--- config.mk ---
export PLATFORM = sky130hd
export DESIGN_NAME = bram_arbiter
export DESIGN_NICKNAME = d
export VERILOG_FILES = /design/src/rtl/bram_arbiter.sv
export SDC_FILE = /design/constraint.sdc
export NUM_CORES = 1
export LEC_CHECK = 0
export ABC_CLOCK_PERIOD_IN_PS = 3600
export CAP_MARGIN = 0
export CORE_MARGIN = 2
export CORE_UTILIZATION = 31
export DETAILED_ROUTE_END_ITERATION = 16
export GPL_TIMING_DRIVEN = 0
export PLACE_DENSITY = 0.67
export SLEW_MARGIN = 5
export SYNTH_ARGS = -nofsm -noshare
export SYNTH_HDL_FRONTEND = slang
export SYNTH_SLANG_ARGS = --single-unit
--- constraint.sdc ---
create_clock -name clk -period 3.6 [get_ports clk]
set_input_delay 0.54 -clock clk [delete_from_list [all_inputs] [get_ports clk]]
set_output_delay 0.54 -clock clk [all_outputs]
set_load 0.02 [all_outputs]
--- src/rtl/bram_arbiter.sv ---
// bram_arbiter: three-requester arbiter (display, sobel fetch, write-back) onto one BRAM port
// with display burst limiting, fetch/write-back round robin and a read-tag return pipeline.
module bram_arbiter #(
  parameter int ADDR_W    = 19,
  parameter int DATA_W    = 8,
  parameter int MAX_ADDR  = 291599,
  parameter int RD_LAT    = 2,
  parameter int BURST_MAX = 8
) (
  input  logic              clk,
  input  logic              rst,
  input  logic              arb_en_i,
  input  logic              disp_req_i,
  input  logic [ADDR_W-1:0] disp_addr_i,
  output logic              disp_gnt_o,
  output logic [DATA_W-1:0] disp_rdata_o,
  output logic              disp_rvalid_o,
  input  logic              fetch_req_i,
  input  logic [ADDR_W-1:0] fetch_addr_i,
  output logic              fetch_gnt_o,
  output logic [DATA_W-1:0] fetch_rdata_o,
  output logic              fetch_rvalid_o,
  input  logic              wb_req_i,
  input  logic [ADDR_W-1:0] wb_addr_i,
  input  logic [DATA_W-1:0] wb_data_i,
  output logic              wb_gnt_o,
  output logic              ena_o,
  output logic              wea_o,
  output logic [ADDR_W-1:0] addra_o,
  output logic [DATA_W-1:0] dina_o,
  input  logic [DATA_W-1:0] douta_i,
  output logic              addr_err_o
);
  localparam int BW = $clog2(BURST_MAX + 1);
  localparam int D  = RD_LAT + 1;
  typedef struct packed {
    logic v;
    logic own;
    logic err;
  } tag_t;
  logic [BW-1:0]     r_burst;
  logic              r_ptr;
  tag_t [D-1:0]      r_tag;
  tag_t              w_out;
  logic              w_en, w_others, w_sat, w_g0, w_g1, w_g2, w_any, w_oor;
  logic [ADDR_W-1:0] w_addr;
  assign w_en     = !rst && arb_en_i;
  assign w_others = fetch_req_i | wb_req_i;
  assign w_sat    = r_burst == BW'(BURST_MAX);
  assign w_g0     = w_en && disp_req_i && !(w_sat && w_others);
  // r_ptr=0 favours fetch, r_ptr=1 favours write-back
  assign w_g1     = w_en && !w_g0 && fetch_req_i && (!wb_req_i || !r_ptr);
  assign w_g2     = w_en && !w_g0 && wb_req_i && (!fetch_req_i || r_ptr);
  assign w_any    = w_g0 | w_g1 | w_g2;
  assign w_addr   = w_g0 ? disp_addr_i : w_g1 ? fetch_addr_i : wb_addr_i;
  assign w_oor    = w_addr > ADDR_W'(MAX_ADDR);
  assign disp_gnt_o  = w_g0;
  assign fetch_gnt_o = w_g1;
  assign wb_gnt_o    = w_g2;
  always_ff @(posedge clk) begin
    if (rst) begin
      r_burst    <= '0;
      r_ptr      <= 1'b0;
      r_tag      <= '0;
      ena_o      <= 1'b0;
      wea_o      <= 1'b0;
      addra_o    <= '0;
      dina_o     <= '0;
      addr_err_o <= 1'b0;
    end else begin
      r_burst <= (w_g1 | w_g2 | !w_others) ? '0 : (w_g0 && !w_sat) ? r_burst + BW'(1) : r_burst;
      if (w_g1 | w_g2) r_ptr <= w_g1;
      ena_o <= w_any && !w_oor;
      wea_o <= w_g2 && !w_oor;
      if (w_any) begin
        addra_o <= w_addr;
        dina_o  <= w_g2 ? wb_data_i : '0;
      end
      if (w_any && w_oor) addr_err_o <= 1'b1;
      r_tag <= {r_tag[D-2:0], tag_t'{v: w_g0 | w_g1, own: w_g1, err: w_oor}};
    end
  end
  assign w_out          = r_tag[D-1];
  assign disp_rvalid_o  = !rst && w_out.v && !w_out.own;
  assign fetch_rvalid_o = !rst && w_out.v && w_out.own;
  assign disp_rdata_o   = (disp_rvalid_o && !w_out.err) ? douta_i : '0;
  assign fetch_rdata_o  = (fetch_rvalid_o && !w_out.err) ? douta_i : '0;
endmodule

==> flow_summary.json, run 1 <==
{
  "synthTopCellsByArea": "dfxtp_1 (38%), nand2_1 (7.9%), a21oi_1 (5.9%), and2_1 (4.6%), nor2_1 (3.8%)",
  "slew_headroom_pct": 54.4,
  "dp_cells": 513,
  "grt_antenna_before_repair": 0,
  "wirelength_um": 7280,
  "antenna_cells": 0,
  "viasPerCell": 4.83,
  "yosys.area_share.simple_pct": 28.9,
  "pre_cts_ws_ns": 0.0319,
  "port_buffers": 128,
  "final_cell_mix": "clkdlybuf4s50_1 (127), nand2_1 (48), dfxtp_1 (44), a21oi_1 (27), nor2_1 (23)",
  "postSynthAreaPerCell_um2": 8.01,
  "worstPathRequired_ns": 3.06,
  "worst_pin_slew_ns": 0.679,
  "die_area_um2": 8090,
  "cts-buffers-inserted": 5,
  "synthCells": 286,
  "post_synth_num_cell_types": 47,
  "layout-drive-gt1-share_pct": 8.53,
  "core.rowCount": 31,
  "fin_crit_ns": 3.32,
  "ant_nets": 0,
  "end_kind": "output port",
  "nNetsFinal": 502,
  "synthXorXnorAreaFrac_pct": 1.15,
  "whs_ns": 0.441,
  "maxCapViolCount": 0,
  "ys_async_sr_fraction_pct": 0,
  "cp_max_fo": 10,
  "cts_sinks": 44,
  "top_usage_layer": "met2",
  "grt_pass1_vias": 2423,
  "hp-class": "reg2reg",
  "yosys.area.top_type": "dfxtp_1",
  "setup_viol": 0,
  "grt_max_degree": 16,
  "use_met3_pct": 4.95,
  "grt_overflow_total": 0,
  "cts_buffer_depth": 2,
  "synth_top_cell_area_share_pct": 38.4,
  "htreeDepth": 2,
  "start_util_pct": 31.8,
  "ys_seq_area_share_pct": 38.4,
  "grt_use_met2_pct": 29.7,
  "grt_pass1_wl_um": 11900,
  "synth_mux_area_share_pct": 0.928,
  "die_w_um": 90.0,
  "synth_top_family_by_area": "simple AND/OR/NAND/NOR gates",
  "core_area_um2": 7210,
  "tns_ns": 0,
  "powerDensity_nw_per_um2": 311,
  "vias": 2519,
  "cp_slowest_cell": "clkdlybuf4s50_1",
  "tritoncts": "yes",
  "worst_slack_ns": 0.282,
  "root_buffer": "clkbuf_8",
  "finalCritPeriodShare_pct": 92.2,
  "crit_type": "in2out",
  "status": "complete, no violations",
  "synthesis.area_um2": 2290,
  "path_clk_slew_ns": 0.08,
  "synthFlopType": "dfxtp_1",
  "leakagePower_nw": 1.43,
  "dp_hpwl_um": 5700,
  "drt_iter0_drc": 127,
  "mostFrequentLayoutCell": "clkdlybuf4s50_1",
  "grt_usage_pct": 17.9,
  "io_pins": 130,
  "max-vdd-ir-drop_uv": 141,
  "synth_compound_area_share_pct": 23.0,
  "synth_fa_ha_area_share_pct": 1.09,
  "area_growth_pct": 66.5,
  "drc_errors": 0,
  "hold_violations": 0,
  "syn-num-nets": 367,
  "yosysWarnings": 0,
  "die_h_um": 90.0,
  "drt-pass1-iter-count": 4,
  "cp_cell_sequence": "clkdlybuf4s50_1, a21boi_1, clkbuf_1, o211ai_2, inv_1, clkdlybuf4s50_1",
  "clk_latency_ns": 0.31,
  "slowest_delay_ns": 0.61,
  "cp-start-kind": "input port",
  "gp_congestion": 0.849,
  "power_mw": 1.19,
  "fin_cells": 521,
  "synth-seq-cells": 44,
  "cts_hold_buf": 0,
  "max_freq_ghz": 0.301,
  "finClkSkew_ns": 0.0116,
  "cp.arrival_ns": 2.78,
  "rsz0062_at_grt": "false",
  "wl_per_cell_um": 14.0,
  "cpMostUsedCell": "clkdlybuf4s50_1",
  "report.final.slew_viol_count": 0,
  "synth_edf_count": 0,
  "met1_usage_pct": 22.5
}
==> cell families after synthesis <==
logic type / Yosys count
AO/OA/AOI/OAI: 82
XOR/XNOR: 3
adder cells (fa/ha/maj): 2
buffers and inverters: 24
flip-flops: 44
multiplexers: 2
AND/OR/NAND/NOR: 129
==> final timing paths <==
check | from | endpoint | slack, ns | cells after the start
worst max-delay path | fetch_req_i | fetch_gnt_o | 0.28 | 6
worst min register to register | r_tag[3]$_SDFF_PP0_ | r_tag[6]$_SDFF_PP0_ | 0.44 | 1
worst min-delay path | r_tag[3]$_SDFF_PP0_ | r_tag[6]$_SDFF_PP0_ | 0.44 | 1
worst max register to register | r_burst[0]$_SDFFE_PP0P_ | wea_o$_SDFF_PP0_ | 1.24 | 10
==> per-stage QoR <==
stage | util, % | instance area (um^2)
finish | 52.9 | 3810
global route | 52.9 | 3810
CTS | 52.8 | 3810
detailed placement | 51.2 | 3700
global placement | 51.2 | 3700
floorplan | - | 2290
==> critical path, delay by kind of cell <==
kind | cells | cell delay, ns
buf+inv | 4 | 1.67
compound gates | 2 | 0.56
==> where the power goes <==
group	total [mW]	leakage [nW]	internal, mW	switching [mW]
sequential	0.518	0.359	0.508	0.0100
combinational	0.279	1.01	0.152	0.127
clock	0.390	0.0548	0.209	0.181
==> metal layers <==
| metal | wire, um | up-vias | part of all wire [%] |
|---|---|---|---|
| met1 | 3210 | 1152 | 44 |
| met2 | 3410 | 93 | 47 |
| li1 | - | 1264 | - |
| met5 | 0 | - | 0 |
| met3 | 571 | 10 | 7.8 |
| met4 | 84 | 0 | 1.2 |
==> what timing repair did <==
item | CTS | global route
endpoints found under the setup margin | 0 | 1
setup buffers | 0 | 0
resized for setup | 0 | 1
==> cell usage after synthesis (3+ instances only) <==
cell type / number
o21ai_0: 10
and2_1: 17
inv_1: 5
nor2_1: 23
buf_2: 3
nor3_1: 4
nor2b_1: 8
clkbuf_1: 8
nand2b_1: 3
nand2_1: 48
o21ai_1: 8
nand3_1: 10
a21oi_1: 27
a211oi_2: 5
o22ai_1: 8
a31oi_1: 9
a211oi_1: 6
dfxtp_1: 44
buf_6: 7
==> sequential cells by signal, summed over array words and instances, names as in the netlist <==
| name | flops |
|---|---|
| r_burst | 4 |
| wea_o | 1 |
| addra_o | 19 |
| r_tag | 9 |
| r_ptr | 1 |
| ena_o | 1 |
| addr_err_o | 1 |
| dina_o | 8 |
==> cell type report <==
class,count,area (um^2)
flip-flops and latches,44,881
fillers,724,3400
inverters,6,22.5
clock buffers,5,68.8
repair buffers,128,1280
well taps,99,124
multi-input cells,218,1260
plain buffers,18,124
clock inverters,3,46.3
Power figures use the tool's default switching activity.
==> inputs of run 2 (changes only) <==
--- a/config.mk
+++ b/config.mk
@@ -8,10 +8,11 @@
 export ABC_CLOCK_PERIOD_IN_PS = 3600
 export CAP_MARGIN = 0
 export CORE_MARGIN = 2
-export CORE_UTILIZATION = 31
+export CORE_UTILIZATION = 41
 export DETAILED_ROUTE_END_ITERATION = 16
 export GPL_TIMING_DRIVEN = 0
-export PLACE_DENSITY = 0.67
+export PLACE_DENSITY = 0.85
+export SETUP_SLACK_MARGIN = 0.4
 export SLEW_MARGIN = 5
 export SYNTH_ARGS = -nofsm -noshare
 export SYNTH_HDL_FRONTEND = slang
==> flow_summary.json, run 2 (synthesis results as in run 1) <==
{
  "status": "complete, no violations",
  "grt_pass1_wl_um": 11000,
  "regMostFlops": "addra_o",
  "grt_usage_pct": 22.3,
  "slowest_delay_ns": 0.56,
  "fin_crit_ns": 3.10,
  "io_pins": 130,
  "htreeDepth": 2,
  "hold_violations": 0,
  "power_mw": 1.09,
  "grt_pass1_vias": 2393,
  "wirelength_um": 6880,
  "pre_cts_ws_ns": 0.0468,
  "max_freq_ghz": 0.322,
  "vias": 2544,
  "wl_per_cell_um": 13.9,
  "cts_sinks": 44,
  "largestRegisters": "addra_o: 19 flops, r_tag: 9 flops, dina_o: 8 flops",
  "ant_nets": 0,
  "finish.utilization_pct": 68.9,
  "setup_viol": 0,
  "drc_errors": 0,
  "worst_slack_ns": 0.496,
  "seq_area_um2": 881,
  "clk_latency_ns": 0.29,
  "worstPathRequired_ns": 3.06,
  "viasPerCell": 5.16,
  "gp_congestion": 0.854,
  "final_cell_mix": "clkdlybuf4s50_1 (126), nand2_1 (48), dfxtp_1 (44), a21oi_1 (27), nor2_1 (23)",
  "root_buffer": "clkbuf_8",
  "finClkSkew_ns": 0.00207,
  "area_growth_pct": 63.6,
  "critPathBufInv": 5,
  "dp_cells": 486,
  "whs_ns": 0.444,
  "layout-drive-gt1-share_pct": 8.79,
  "die_w_um": 78.8,
  "tns_ns": 0,
  "cp_cell_sequence": "clkdlybuf4s50_1, nand3b_4, or2_2, clkbuf_1, nand2b_2, inv_1, buf_2, dlygate4sd2_1",
  "tritoncts": "yes",
  "drt-pass1-iter-count": 4,
  "fin_cells": 493,
  "hp-class": "reg2reg",
  "crit_type": "in2out",
  "grt_antenna_before_repair": 0,
  "worst_pin_slew_ns": 0.692,
  "rsz0062_at_grt": "false",
  "post-route-cell-area_um2": 3750,
  "antenna_cells": 0,
  "crit_family": "buffers and inverters",
  "path_clk_slew_ns": 0.08,
  "cp-start-kind": "input port",
  "maxCapViolCount": 0,
  "core.rowCount": 27,
  "port_buffers": 128,
  "die_area_um2": 6200,
  "cp.arrival_ns": 2.56,
  "powerDensity_nw_per_um2": 291,
  "drt_iter0_drc": 128,
  "leakagePower_nw": 1.41,
  "cts-buffers-inserted": 5,
  "start_util_pct": 42.1,
  "mostFrequentLayoutCell": "clkdlybuf4s50_1",
  "max-vdd-ir-drop_uv": 176,
  "slew_headroom_pct": 53.5,
  "grt_overflow_total": 0,
  "fillerInstances": 447,
  "dp_hpwl_um": 5510,
  "cts_setup_buffers": 0,
  "multiInputGateArea_um2": 1270,
  "core_area_um2": 5440,
  "cts_buffer_depth": 2,
  "nNetsFinal": 502,
  "report.final.slew_viol_count": 0,
  "place_area_um2": 3660,
  "grt_max_degree": 14,
  "die_h_um": 78.8,
  "finalCritPeriodShare_pct": 86.2,
  "largest_reg_flops": 19,
  "cp_slowest_cell": "clkdlybuf4s50_1",
  "end_kind": "output port",
  "cp_max_fo": 10
}
run 2: layer usage:
| metal | vias to the layer above | GRT usage [%] | part of all wire [%] |
|---|---|---|---|
| li1 | 1262 | - | - |
| met1 | 1167 | 27.3 | 41 |
| met2 | 106 | 39.5 | 49 |
| met3 | 9 | 5.45 | 9.0 |
| met4 | 0 | 5.26 | 0.95 |
| met5 | - | 0 | 0 |
run 2: final timing paths:
kind / from / end / slack (ns) / cells after the start
setup / recovery: disp_req_i / wb_gnt_o / 0.50 / 8
hold / removal: r_tag[3]$_SDFF_PP0_ / r_tag[6]$_SDFF_PP0_ / 0.44 / 1
setup reg to reg: r_burst[0]$_SDFFE_PP0P_ / wea_o$_SDFF_PP0_ / 1.21 / 9
hold reg to reg: r_tag[3]$_SDFF_PP0_ / r_tag[6]$_SDFF_PP0_ / 0.44 / 1
run 2: area by class of cell:
cell class,instances,area share [%]
Buffer,18,3.34
Clock buffer,5,1.84
Clock inverter,2,0.334
Inverter,6,0.601
Multi-Input combinational cell,218,33.8
Sequential cell,44,23.5
Tap cell,72,2.40
Timing Repair Buffer,128,34.2
run 2: report_power, final:
part	internal, mW	switching [mW]	total [mW]
clock network	0.131	0.163	0.295
logic	0.152	0.126	0.278
registers	0.508	0.00998	0.518
total	0.792	0.299	1.09
run 2: timing repair:
item / in CTS / in global routing
pin swaps: 0 / 0
resized for setup: 3 / 1
hold buffers: 0 / 0
setup endpoints to repair: 2 / 2
==> inputs of run 3 (changes only) <==
--- a/config.mk
+++ b/config.mk
@@ -10,7 +10,7 @@
 export CORE_MARGIN = 2
 export CORE_UTILIZATION = 41
 export DETAILED_ROUTE_END_ITERATION = 16
-export GPL_TIMING_DRIVEN = 0
+export GPL_TIMING_DRIVEN = 1
 export PLACE_DENSITY = 0.85
 export SETUP_SLACK_MARGIN = 0.4
 export SLEW_MARGIN = 5
==> flow_summary.json, run 3 (synthesis results as in run 1) <==
{
  "dp_hpwl_um": 5240,
  "max-vdd-ir-drop_uv": 252,
  "grt_pass1_wl_um": 11100,
  "hp-class": "reg2reg",
  "grt_max_degree": 35,
  "rsz0062_at_grt": "false",
  "wl_met3_um": 617,
  "drt_iter0_drc": 194,
  "finish.utilization_pct": 69.0,
  "area_growth_pct": 63.7,
  "wirelength_um": 6810,
  "root_buffer": "clkbuf_8",
  "status": "complete, no violations",
  "clk_latency_ns": 0.30,
  "gp_congestion": 0.837,
  "leakagePower_nw": 1.41,
  "die_area_um2": 6200,
  "cts_hold_buf": 0,
  "port_buffers": 129,
  "cp_max_fo": 14,
  "worstPathRequired_ns": 3.06,
  "antenna_cells": 0,
  "die_w_um": 78.8,
  "cts-buffers-inserted": 5,
  "core.rowCount": 27,
  "finalCritPeriodShare_pct": 85.8,
  "layout-drive-gt1-share_pct": 9.40,
  "drc_errors": 0,
  "final_cell_mix": "clkdlybuf4s50_1 (128), nand2_1 (48), dfxtp_1 (44), a21oi_1 (27), nor2_1 (23)",
  "setup_viol": 0,
  "wl_met2_um": 3320,
  "path_clk_slew_ns": 0.08,
  "io_pins": 130,
  "nNetsFinal": 495,
  "tns_ns": 0,
  "grt_antenna_before_repair": 0,
  "ant_nets": 0,
  "maxCapViolCount": 0,
  "largestRegisters": "addra_o: 19 flops, r_tag: 9 flops, dina_o: 8 flops",
  "cts_buffer_depth": 2,
  "fin_crit_ns": 3.09,
  "viasPerCell": 5.14,
  "end_kind": "output port",
  "finClkSkew_ns": 0.00556,
  "slew_headroom_pct": 66.0,
  "grt_overflow_total": 0,
  "max_freq_ghz": 0.324,
  "worst_pin_slew_ns": 0.509,
  "die_h_um": 78.8,
  "crit_type": "in2out",
  "cp.arrival_ns": 2.55,
  "largest_reg_flops": 19,
  "cp-start-kind": "input port",
  "tritoncts": "yes",
  "wl_per_cell_um": 14.0,
  "wl_met1_um": 2820,
  "cts_sinks": 44,
  "vias": 2501,
  "regMostFlops": "addra_o",
  "report.final.slew_viol_count": 0,
  "htreeDepth": 2,
  "core_area_um2": 5440,
  "drt-pass1-iter-count": 4,
  "mostFrequentLayoutCell": "clkdlybuf4s50_1",
  "grt_usage_pct": 22.5,
  "highest_layer": "met4",
  "start_util_pct": 42.1,
  "grt_pass1_vias": 2401,
  "hold_violations": 0,
  "powerDensity_nw_per_um2": 315
}
[run 3: worst paths after layout]
path / from / slack (ns) / cells after the start / end
worst max-delay path: disp_req_i / 0.51 / 6 / wb_gnt_o
worst min-delay path: r_tag[3]$_SDFF_PP0_ / 0.44 / 1 / r_tag[6]$_SDFF_PP0_
worst max register to register: r_burst[0]$_SDFFE_PP0P_ / 0.95 / 9 / wea_o$_SDFF_PP0_
worst min register to register: r_tag[3]$_SDFF_PP0_ / 0.44 / 1 / r_tag[6]$_SDFF_PP0_
[run 3: layout make-up]
| class | instances | area (um^2) |
|---|---|---|
| fillers | 446 | 1690 |
| repair buffers | 139 | 1370 |
| multi-input cells | 218 | 1270 |
| flip-flops and latches | 44 | 881 |
| well taps | 72 | 90.1 |
| clock buffers | 5 | 68.8 |
| clock inverters | 3 | 47.5 |
| inverters | 6 | 22.5 |
[run 3: per-stage QoR]
stage | hold slack, ns | instances | total power [mW] | area, um^2 | worst slack [ns]
after floorplan | 0.414 | 286 | 0.657 | 2290 | 1.22
after global placement | 0.417 | 479 | 0.800 | 3630 | 0.385
after detailed placement | 0.426 | 479 | 0.805 | 3630 | 0.333
after CTS | 0.448 | 487 | 1.19 | 3750 | 0.438
after global routing | 0.473 | 487 | 1.23 | 3750 | 0.407
final | 0.443 | 487 | 1.18 | 3750 | 0.510
[run 3: report_power, final]
part / switching (mW) / internal [mW]
Clock: 0.175 / 0.209
Sequential: 0.0108 / 0.508
Combinational: 0.125 / 0.152
[run 3: repair_timing]
action	4_1_cts	5_1_grt
setup endpoints to repair	1	10
resized for setup	1	2
pin swaps	0	0
setup buffers	0	0
[run 3: metal layers]
layer	global-route usage, %	up-vias
li1	-	1245
met1	27.2	1133
met2	39.8	117
met3	5.57	6
met4	5.79	0
met5	0	-
[run 3: critical path, stage by stage]
cell and delay (ns):
clkdlybuf4s50_1 0.58, nand3b_4 0.21, or2_2 0.43, nand2b_2 0.17
inv_1 0.07, clkdlybuf4s50_1 0.54
